<file path="config.mk">
export PLATFORM = sky130hd
export DESIGN_NAME = bcd_to_binary
export DESIGN_NICKNAME = d
export VERILOG_FILES = /design/src/rtl/bcd_pkg.sv /design/src/rtl/bcd_digit_decode.sv /design/src/rtl/bcd_to_binary.sv
export SDC_FILE = /design/constraint.sdc
export NUM_CORES = 1
export LEC_CHECK = 0
export BUFFER_PORTS_ARGS = -buffer_cell sky130_fd_sc_hd__buf_2
export CAP_MARGIN = 20
export CORE_AREA = 2 2 39 41
export DETAILED_ROUTE_END_ITERATION = 16
export DIE_AREA = 0 0 41 43
export MAX_ROUTING_LAYER = met4
export PLACE_DENSITY = 0.78
export SETUP_SLACK_MARGIN = 0.4
export SYNTH_ARGS = -nofsm -noshare
export SYNTH_HDL_FRONTEND = slang
export SYNTH_SLANG_ARGS = --single-unit
</file>
<file path="constraint.sdc">
create_clock -name clk -period 3.99 [get_ports clk]
set_input_delay 0.399 -clock clk [delete_from_list [all_inputs] [get_ports clk]]
set_output_delay 0.399 -clock clk [all_outputs]
set_load 0.1 [all_outputs]
</file>
<file path="src/rtl/bcd_pkg.sv">
// bcd_pkg: shared constants and digit classes for BCD-to-binary conversion
package bcd_pkg;
  localparam int BCD_MAX = 9;
  localparam int BIN_W = 3;
  localparam logic [BIN_W-1:0] BIN_SAT = 3'b111;
  typedef enum logic [1:0] {DIG_OK, DIG_SAT, DIG_ERR} dig_class_e;
endpackage

</file>
<file path="src/rtl/bcd_digit_decode.sv">
// bcd_digit_decode: maps one 4-bit code to a clamped 3-bit value and its digit class
module bcd_digit_decode
  import bcd_pkg::*;
(
  input  logic [3:0]       code,
  output logic [BIN_W-1:0] value,
  output dig_class_e       cls
);
  always_comb begin
    cls = code > 4'(BCD_MAX) ? DIG_ERR : code[3] ? DIG_SAT : DIG_OK;
    value = cls == DIG_ERR ? '0 : cls == DIG_SAT ? BIN_SAT : code[BIN_W-1:0];
  end
endmodule

</file>
<file path="src/rtl/bcd_to_binary.sv">
// bcd_to_binary: registered BCD digit to 3-bit binary with saturation, error flag and error count
module bcd_to_binary
  import bcd_pkg::*;
#(
  parameter int ERR_CNT_W = 8
) (
  input  logic                 clk,
  input  logic                 rst_n,
  input  logic                 in_valid,
  input  logic [3:0]           bcd_in,
  output logic [BIN_W-1:0]     binary_out,
  output logic                 out_valid,
  output logic                 sat,
  output logic                 err,
  output logic [ERR_CNT_W-1:0] err_cnt
);
  logic [BIN_W-1:0] dec_value;
  dig_class_e dec_cls;
  bcd_digit_decode u_decode (
    .code  (bcd_in),
    .value (dec_value),
    .cls   (dec_cls)
  );
  always_ff @(posedge clk or negedge rst_n) begin
    if (!rst_n) begin
      binary_out <= '0;
      out_valid <= 1'b0;
      sat <= 1'b0;
      err <= 1'b0;
      err_cnt <= '0;
    end else begin
      out_valid <= in_valid;
      if (in_valid) begin
        binary_out <= dec_value;
        sat <= dec_cls == DIG_SAT;
        err <= dec_cls == DIG_ERR;
        if (dec_cls == DIG_ERR && !(&err_cnt)) err_cnt <= err_cnt + 1'b1;
      end
    end
  end
endmodule

</file>
==> run summary, run 1 <==
Run status - finished with violations
Failing checks - negative hold slack
P_sw - 0.000355 W
Final Max Tran Viols - 0
LEAKAGE - 0.371 nW
Synth warnings - 0
TritonCTS Buffers - 3
Gate power share - 53.8%
Mapped cell area - 661 um^2
Worst flop-to-flop path startpoint - err_cnt[0]
Routed wire length - 1150 um
CTS tree - built
Hold slack - -0.00279 ns
Maxcap violations - 0
Yosys reg bits - 14
Clock transition at path regs - 0.08 ns
Detail Route Antenna Nets - 0
Area Growth Syn to Fin - 20.5%
Pre-CTS setup slack - 2.42 ns
Commonest non-fill, non-tap cell in the layout - buf_2
Share of layout cells above drive strength 1 - 39.0%
Distinct cells, synth - 21
Largest net degree at the start of global routing - 15
Worst path slowest cell - buf_2
Synth area leader - dfrtp_1
Int Pwr - 0.000263 W
Cell family with most CP delay - buffers and inverters
Period utilisation layout - 39.6%
CTS Root Cell - clkbuf_4
Clock latency on the worst-skew pair - 0.28 ns
Reg2reg setup slack - 2.50 ns
Largest fanout on the critical path - 6
RSZ-0062 raised after global routing - false
Worst setup path class - reg -> out
Commonest non-fill, non-tap cells in the layout - 20 x buf_2, 14 x dfrtp_1, 7 x a21oi_1, 6 x nor2_1, 5 x nand2_1
Synth area leaders - dfrtp_1 53%, mux2_2 6.8%, a21oi_1 5.3%, xnor2_1 4.0%, nand4_1 3.8%
GR Overflow Total - 0
Final hold viol count - 7
# H-tree levels - 1
Starting Density - 47.7%
CP Data Arrival Time - 1.18 ns
Worst Hold Class - in -> async
Setup ws final - 2.41 ns
Sequential share of the synthesized area - 53.0%
Mapped Cells - 60
Crit path buffers/inverters - 1
Mapped Nets - 68
Vias - 517
Die Y - 43 um
Detailed Routing Iterations Pass 1 - 2
RD Place Congestion - 0.830
Worst setup SP type - flip-flop
Ports - 21
Share of the synthesized area in the top cell type - 53.0%
Worst path required time - 3.59 ns
Setup Skew - 0.00662 ns
Die area - 0.00176 mm^2
Critical Path Sink Type - output pin
Initial antenna violation count - 0
# hold bufs at CTS - 0
PD cells - 776 mW/mm^2
Post-cts repair resize count - 0
Vias per cell - 5.28
CTS sink cnt - 14
R2R depth - 5
Clock Power Share - 12.5%
FP Rows - 14
Core Footprint - 0.00138 mm^2
Avg WL per Cell - 11.8 um
Clock Path Buffers - 2
Worst r2r dst - err_cnt[6]
Global-route wire length before repair - 2010 um
Worst vdd ir - 0.509 mV
# Post-CTS Setup Buffers - 0
Sequential Power Share - 33.7%
Syn avg cell area - 11.0 um^2
Max Freq - 633 MHz
Least-Margin Pin Slew - 0.486 ns
Detailed Place HPWL - 867 um
Max incr delay on CP - 0.46 ns
Vias in the first global route - 494
Die width - 41 um
Post-Route Utilization - 57.5%
DR iter-0 viols - 7
Drt drc - 0
TNS Setup - 0 ns
# diodes - 0
CP Cell Sequence - buf_2
GRT Overall Usage - 17.7%
Min cycle time layout - 1.58 ns
Slew HR - 67.8%
Layout Nets - 92
Setup-failing EPs final - 0
Port bufs - 20
Switching share of power - 57.4%
-- synthesized netlist by cell type, drive strengths merged --
cell type / number
nand2: 5
mux2: 5
and3: 1
xnor2: 3
inv: 3
dfrtp: 14
or2: 1
ha: 1
buf: 1
and2: 1
o21bai: 1
o21ai: 3
nor2: 6
o211ai: 1
nand4: 4
o211a: 1
a21oi: 8
nor3: 1
-- area by class of cell --
class                   instances  area (um^2)
well taps                      16         20.0
flip-flops and latches         14          350
fillers                       124          588
inverters                       3         11.3
repair buffers                 20          100
clock buffers                   3         22.5
multi-input cells              42          292
-- flip-flops by register name, summed over array words and instances (netlist names) --
signal and cells:
err 1, sat 1, binary_out 3, err_cnt 8, out_valid 1
-- worst reg2reg max path: stages (launching register included) --
cell and delay, ns:
dfrtp_1 0.41, ha_1 0.21, and2_1 0.16, nand4_1 0.14, nor2_1 0.14, mux2_2 0.33
-- power groups by stage --
stage          registers (W)  logic [W]  clock network (W)
3_3_place_gp        0.000212   0.000330                  0
6_report            0.000208   0.000332          0.0000774
5_1_grt             0.000216   0.000351          0.0000864
4_1_cts             0.000209   0.000335          0.0000796
3_5_place_dp        0.000212   0.000334                  0
2_1_floorplan       0.000433  0.0000568                  0
-- routing by layer --
| metal | vias to the layer above | GRT usage [%] | wire length, um |
|---|---|---|---|
| met5 | - | - | 0 |
| met4 | 0 | 12.0 | 12 |
| met3 | 2 | 3.14 | 88 |
| met2 | 19 | 24.7 | 532 |
| met1 | 238 | 22.5 | 520 |
| li1 | 258 | - | - |
-- metrics by stage --
step | cell area, um^2 | total power [W] | instances | hold WS, ns
floorplan | 661 | 0.000490 | 60 | 0.103
global placement | 773 | 0.000542 | 95 | 0.310
detailed placement | 773 | 0.000545 | 95 | 0.307
CTS | 796 | 0.000623 | 98 | 0.00595
global route | 796 | 0.000654 | 98 | 0.0114
finish | 796 | 0.000618 | 98 | -0.00279
-- cells by family (layout without fill, tap and decap cells) --
group | after synthesis | in the layout | synth area share, %
adder cells (fa/ha/maj) | 1 | 1 | 1.89
AND/OR/NAND/NOR | 19 | 19 | 14.2
flip-flops | 14 | 14 | 53.0
multiplexers | 5 | 5 | 8.52
XOR/XNOR | 3 | 3 | 3.98
AO/OA/AOI/OAI | 14 | 14 | 15.5
buffers and inverters | 4 | 26 | 2.84
-- how the worst max path moves through the flow --
stage                       to  slack, ns  depth (start not counted)        from
floorplan           err_cnt[6]       1.86                          5  err_cnt[0]
global placement    err_cnt[7]       2.45                          5    in_valid
detailed placement  err_cnt[7]       2.42                          5    in_valid
CTS                 err_cnt[3]       2.41                          1  err_cnt[3]
global route        err_cnt[3]       2.35                          1  err_cnt[3]
finish              err_cnt[3]       2.41                          1  err_cnt[3]
Note: power is estimated with default switching activity, not from simulation.
==> run 2, diff against run 1 <==
ABC_AREA = 1   (was not set)
CORE_AREA = not set   (was 2 2 39 41)
CORE_MARGIN = 2   (was not set)
CORE_UTILIZATION = 44   (was not set)
DIE_AREA = not set   (was 0 0 41 43)
PLACE_DENSITY = 0.72   (was 0.78)
clock period = 1.4 ns   (was 3.99 ns; I/O delays follow)
==> run summary, run 2 <==
Max incr delay on CP - 0.51 ns
# diodes - 0
Synth warnings - 0
Worst vdd ir - 1.34 mV
Run status - completed
RSZ-0062 raised after global routing - true
Setup Skew - 0.00350 ns
GR Overflow Total - 0
Maxcap violations - 0
Post-synth EDFFs - 0
Worst setup SP type - flip-flop
Clock Path Buffers - 2
Synth area leader - dfrtp_1
Post-Route Utilization - 80.8%
Vias per cell - 4.91
Mapped cell area - 741 um^2
Routed wire length - 1880 um
Sequential share of the synthesized area - 47.3%
CP Cell Sequence - ha_4 -> nand3_4 -> nor2_4 -> nand2_2 -> nand2_4 -> nand2_1 -> nand2_1
PD cells - 1690 mW/mm^2
Avg WL per Cell - 13.0 um
TritonCTS Buffers - 3
DR iter-0 viols - 10
Clock latency on the worst-skew pair - 0.27 ns
TNS Setup - 0 ns
Mapped Cells - 95
Initial antenna violation count - 0
Worst path required time - 1.58 ns
CTS Root Cell - clkbuf_4
Largest regs - err_cnt (8), binary_out (3)
Worst setup path class - reg -> reg
Drt drc - 0
Commonest non-fill, non-tap cells in the layout - 43 x nand2_1, 11 x buf_12, 9 x dfrtp_2, 8 x buf_4, 7 x inv_1
DP Area - 908 um^2
Area Growth Syn to Fin - 68.1%
Largest net degree at the start of global routing - 15
CTS sink cnt - 14
Worst path slowest cell - dfrtp_4
Die Y - 45.0 um
Vias - 707
GRT Overall Usage - 20.3%
CP Data Arrival Time - 1.43 ns
Largest register FFs - 8
Max Freq - 796 MHz
Share of layout cells above drive strength 1 - 49.2%
Period utilisation layout - 89.7%
Distinct cells, synth - 17
Fin cells - 144
Layout Nets - 137
Largest fanout on the critical path - 8
Die area - 0.00203 mm^2
Synth top cells by count - 46 x nand2_1, 14 x dfrtp_1, 7 x inv_1
Synth async-reset ratio - 100%
Global-route wire length before repair - 2930 um
Yosys reg bits - 14
Primary FF master, synth - dfrtp_1
Detailed Place HPWL - 1090 um
Port bufs - 20
Mapped Nets - 103
Syn avg cell area - 7.80 um^2
Least-Margin Pin Slew - 0.330 ns
Largest Register - err_cnt
Detailed Routing Iterations Pass 1 - 4
Commonest non-fill, non-tap cell in the layout - nand2_1
Critical Path Most Common Cell - nand2_1
Pwr Total - 0.00211 W
RD Place Congestion - 0.803
Slew HR - 78.0%
Final Max Tran Viols - 0
Final hold viol count - 0
Critical Path Sink Type - flip-flop
Worst Hold Class - in -> reg
Final instance area - 0.00124 mm^2
Core Footprint - 0.00154 mm^2
Starting Density - 48.1%
Min cycle time layout - 1.26 ns
Die width - 45.0 um
Top-count cell post-synth - nand2_1
Vias in the first global route - 675
Share of the synthesized area in the top cell type - 47.3%
LEAKAGE - 0.573 nW
Ports - 21
FP Rows - 14
CTS tree - built
Setup-failing EPs final - 0
Clock transition at path regs - 0.09 ns
# H-tree levels - 1
Cell total after placement - 131
Synth area leaders - dfrtp_1 47%, nand2_1 23%, inv_1 3.5%, nor2_4 3.0%, nand3_1 2.7%
Detail Route Antenna Nets - 0
## run 2: repair_timing
action,CTS,global route
resized for setup,41,20
hold buffers,1,0
hold endpoints to repair,14,0
setup endpoints to repair,22,22
pin swaps,15,3
buffers inserted,4,4
## run 2: cells by family after synthesis
group,Yosys count,synth area share [%]
simple gates,63,39.0
flops,14,47.3
buf+inv,8,4.05
compound gates,6,4.39
xor+xnor,3,3.55
fa+ha+maj,1,1.69
## run 2: critical path, delay by kind of cell, from the launching register on
kind / cells / cell delay, ns
adders and majority gates: 1 / 0.20
DFF: 1 / 0.51
and+or+nand+nor: 6 / 0.44
## run 2: where the power goes
group          switching [W]  internal, W
registers           0.000129     0.000511
clock network       0.000134     0.000158
logic               0.000732     0.000442
total               0.000996      0.00111
## run 2: final cells by class
type	count	area, um^2
flip-flops and latches	14	380
repair buffers	29	358
multi-input cells	73	420
clock buffers	4	36.3
well taps	16	20.0
fillers	91	297
inverters	8	30.0
## run 2: final timing paths
path                               start       endpoint  slack [ns]  cells after the start
setup reg to reg              err_cnt[1]     err_cnt[1]        0.14                      7
hold reg to reg            binary_out[0]  binary_out[0]        0.53                      2
min in group asynchronous          rst_n     err_cnt[2]        0.28                      2
hold / removal                  in_valid      out_valid       0.005                      1
max in group asynchronous          rst_n     err_cnt[4]        0.84                      2
setup / recovery              err_cnt[1]     err_cnt[1]        0.14                      7
## run 2: metrics by stage
| stage | setup WS (ns) | hold slack (ns) |
|---|---|---|
| 6_report | 0.144 | 0.00473 |
| 2_1_floorplan | 0.0353 | -0.156 |
| 3_5_place_dp | 0.163 | 0.0575 |
| 4_1_cts | 0.195 | 0.000951 |
| 5_1_grt | 0.0873 | 0.00979 |
| 3_3_place_gp | 0.183 | 0.0509 |
## run 2: metal layers
layer	global-route usage (%)	wire, um	vias to the layer above
met4	7.06	14	0
li1	-	-	358
met1	27.3	756	329
met5	-	0	-
met2	31.7	1040	18
met3	2.40	66	2
==> run 3, diff against run 2 <==
ABC_AREA = not set   (was 1)
CORE_MARGIN = 10   (was 2)
CORE_UTILIZATION = 43   (was 44)
==> run summary, run 3 (synthesis results as in run 1) <==
RD Place Congestion - 0.778
# H-tree levels - 1
Starting Density - 44.9%
Worst path slowest cell - dfrtp_4
Setup Skew - 0.00155 ns
LEAKAGE - 0.516 nW
DR iter-0 viols - 9
Clock Path Buffers - 2
Final hold viol count - 0
Largest register FFs - 8
Worst vdd ir - 2.15 mV
CP Data Arrival Time - 1.58 ns
Max incr delay on CP - 0.42 ns
Die area - 0.00350 mm^2
Die Y - 59.2 um
Vias - 651
Cell total after placement - 101
Commonest non-fill, non-tap cells in the layout - 14 x buf_12, 12 x buf_4, 9 x dfrtp_4, 7 x a21oi_1, 6 x buf_2
Fin cells - 116
Worst setup SP type - flip-flop
Clock transition at path regs - 0.08 ns
CTS Root Cell - clkbuf_4
CTS tree - built
Port bufs - 20
Run status - finished with violations
Detailed Routing Iterations Pass 1 - 4
Vias in the first global route - 641
# diodes - 0
Failing checks - negative setup slack
Slew HR - 73.1%
Critical Path Sink Type - flip-flop
Least-Margin Pin Slew - 0.401 ns
TNS Setup - -0.00213 ns
Die width - 59.2 um
Period utilisation layout - 100%
Layout Nets - 110
Initial antenna violation count - 0
Ports - 21
Share of layout cells above drive strength 1 - 68.0%
Max Freq - 713 MHz
Vias per cell - 5.61
Worst path required time - 1.57 ns
Clock latency on the worst-skew pair - 0.28 ns
CTS sink cnt - 14
Drt drc - 0
Largest Register - err_cnt
Setup ws final - -0.00213 ns
GRT Overall Usage - 11.8%
Final Max Tran Viols - 0
Setup-failing EPs final - 1
Worst setup path class - reg -> reg
Area Growth Syn to Fin - 86.7%
Crit path buffers/inverters - 0
Largest regs - err_cnt (8), binary_out (3)
Cell family with most CP delay - simple AND/OR/NAND/NOR gates
Worst Hold Class - in -> reg
Commonest non-fill, non-tap cell in the layout - buf_12
FP Rows - 14
CP Cell Sequence - nand4_1 -> or2_4 -> o21ai_4 -> mux2_4
PD cells - 2050 mW/mm^2
RSZ-0062 raised after global routing - true
Maxcap violations - 0
Detail Route Antenna Nets - 0
Largest net degree at the start of global routing - 15
Pre-CTS setup slack - 0.0162 ns
Largest fanout on the critical path - 2
Core Footprint - 0.00147 mm^2
Pwr Total - 0.00253 W
TritonCTS Buffers - 3
Global-route wire length before repair - 3050 um
Post-Route Utilization - 83.8%
Routed wire length - 2030 um
GR Overflow Total - 0
Min cycle time layout - 1.40 ns
Avg WL per Cell - 17.5 um
Detailed Place HPWL - 1240 um
-- run 3: final timing paths --
check                           start          to  slack [ns]  depth (start not counted)
setup / recovery           err_cnt[4]  err_cnt[1]      -0.002                          4
hold / removal               in_valid   out_valid        0.16                          2
setup reg to reg           err_cnt[4]  err_cnt[1]      -0.002                          4
hold reg to reg            err_cnt[2]  err_cnt[2]        0.58                          1
max in group asynchronous       rst_n  err_cnt[3]        0.85                          2
min in group asynchronous       rst_n         sat        0.27                          2
-- run 3: metrics by stage --
stage	hold slack [ns]	area, um^2
global route	0.171	1230
CTS	0.159	1130
global placement	0.0528	937
detailed placement	0.0520	937
finish	0.163	1230
floorplan	-0.156	719
-- run 3: report_power, final --
part / total, W / switching, W / internal, W
registers: 0.000668 / 0.000123 / 0.000544
clock network: 0.000227 / 0.000127 / 0.000100
logic: 0.00164 / 0.000954 / 0.000687
-- run 3: what timing repair did --
item / 4_1_cts / 5_1_grt
pin swaps: 11 / 7
endpoints found under the hold margin: 14 / 0
setup buffers: 6 / 5
setup endpoints to repair: 22 / 22
resized for setup: 34 / 15
hold buffers: 1 / 0
cloned: 0 / 0
-- run 3: area by class of cell --
class | count | area [um^2]
tap | 16 | 20.0
multi-input combinational | 42 | 323
timing repair buffer | 38 | 467
fill | 78 | 238
clock buffer | 3 | 22.5
inverter | 3 | 11.3
sequential | 14 | 390
-- run 3: routing by layer --
layer | part of all wire [%] | track usage, % | up-vias
met5 | 0 | - | -
met4 | 3.8 | 6.89 | 0
met3 | 9.4 | 5.79 | 11
met2 | 48 | 17.8 | 35
met1 | 39 | 12.1 | 311
li1 | - | - | 294
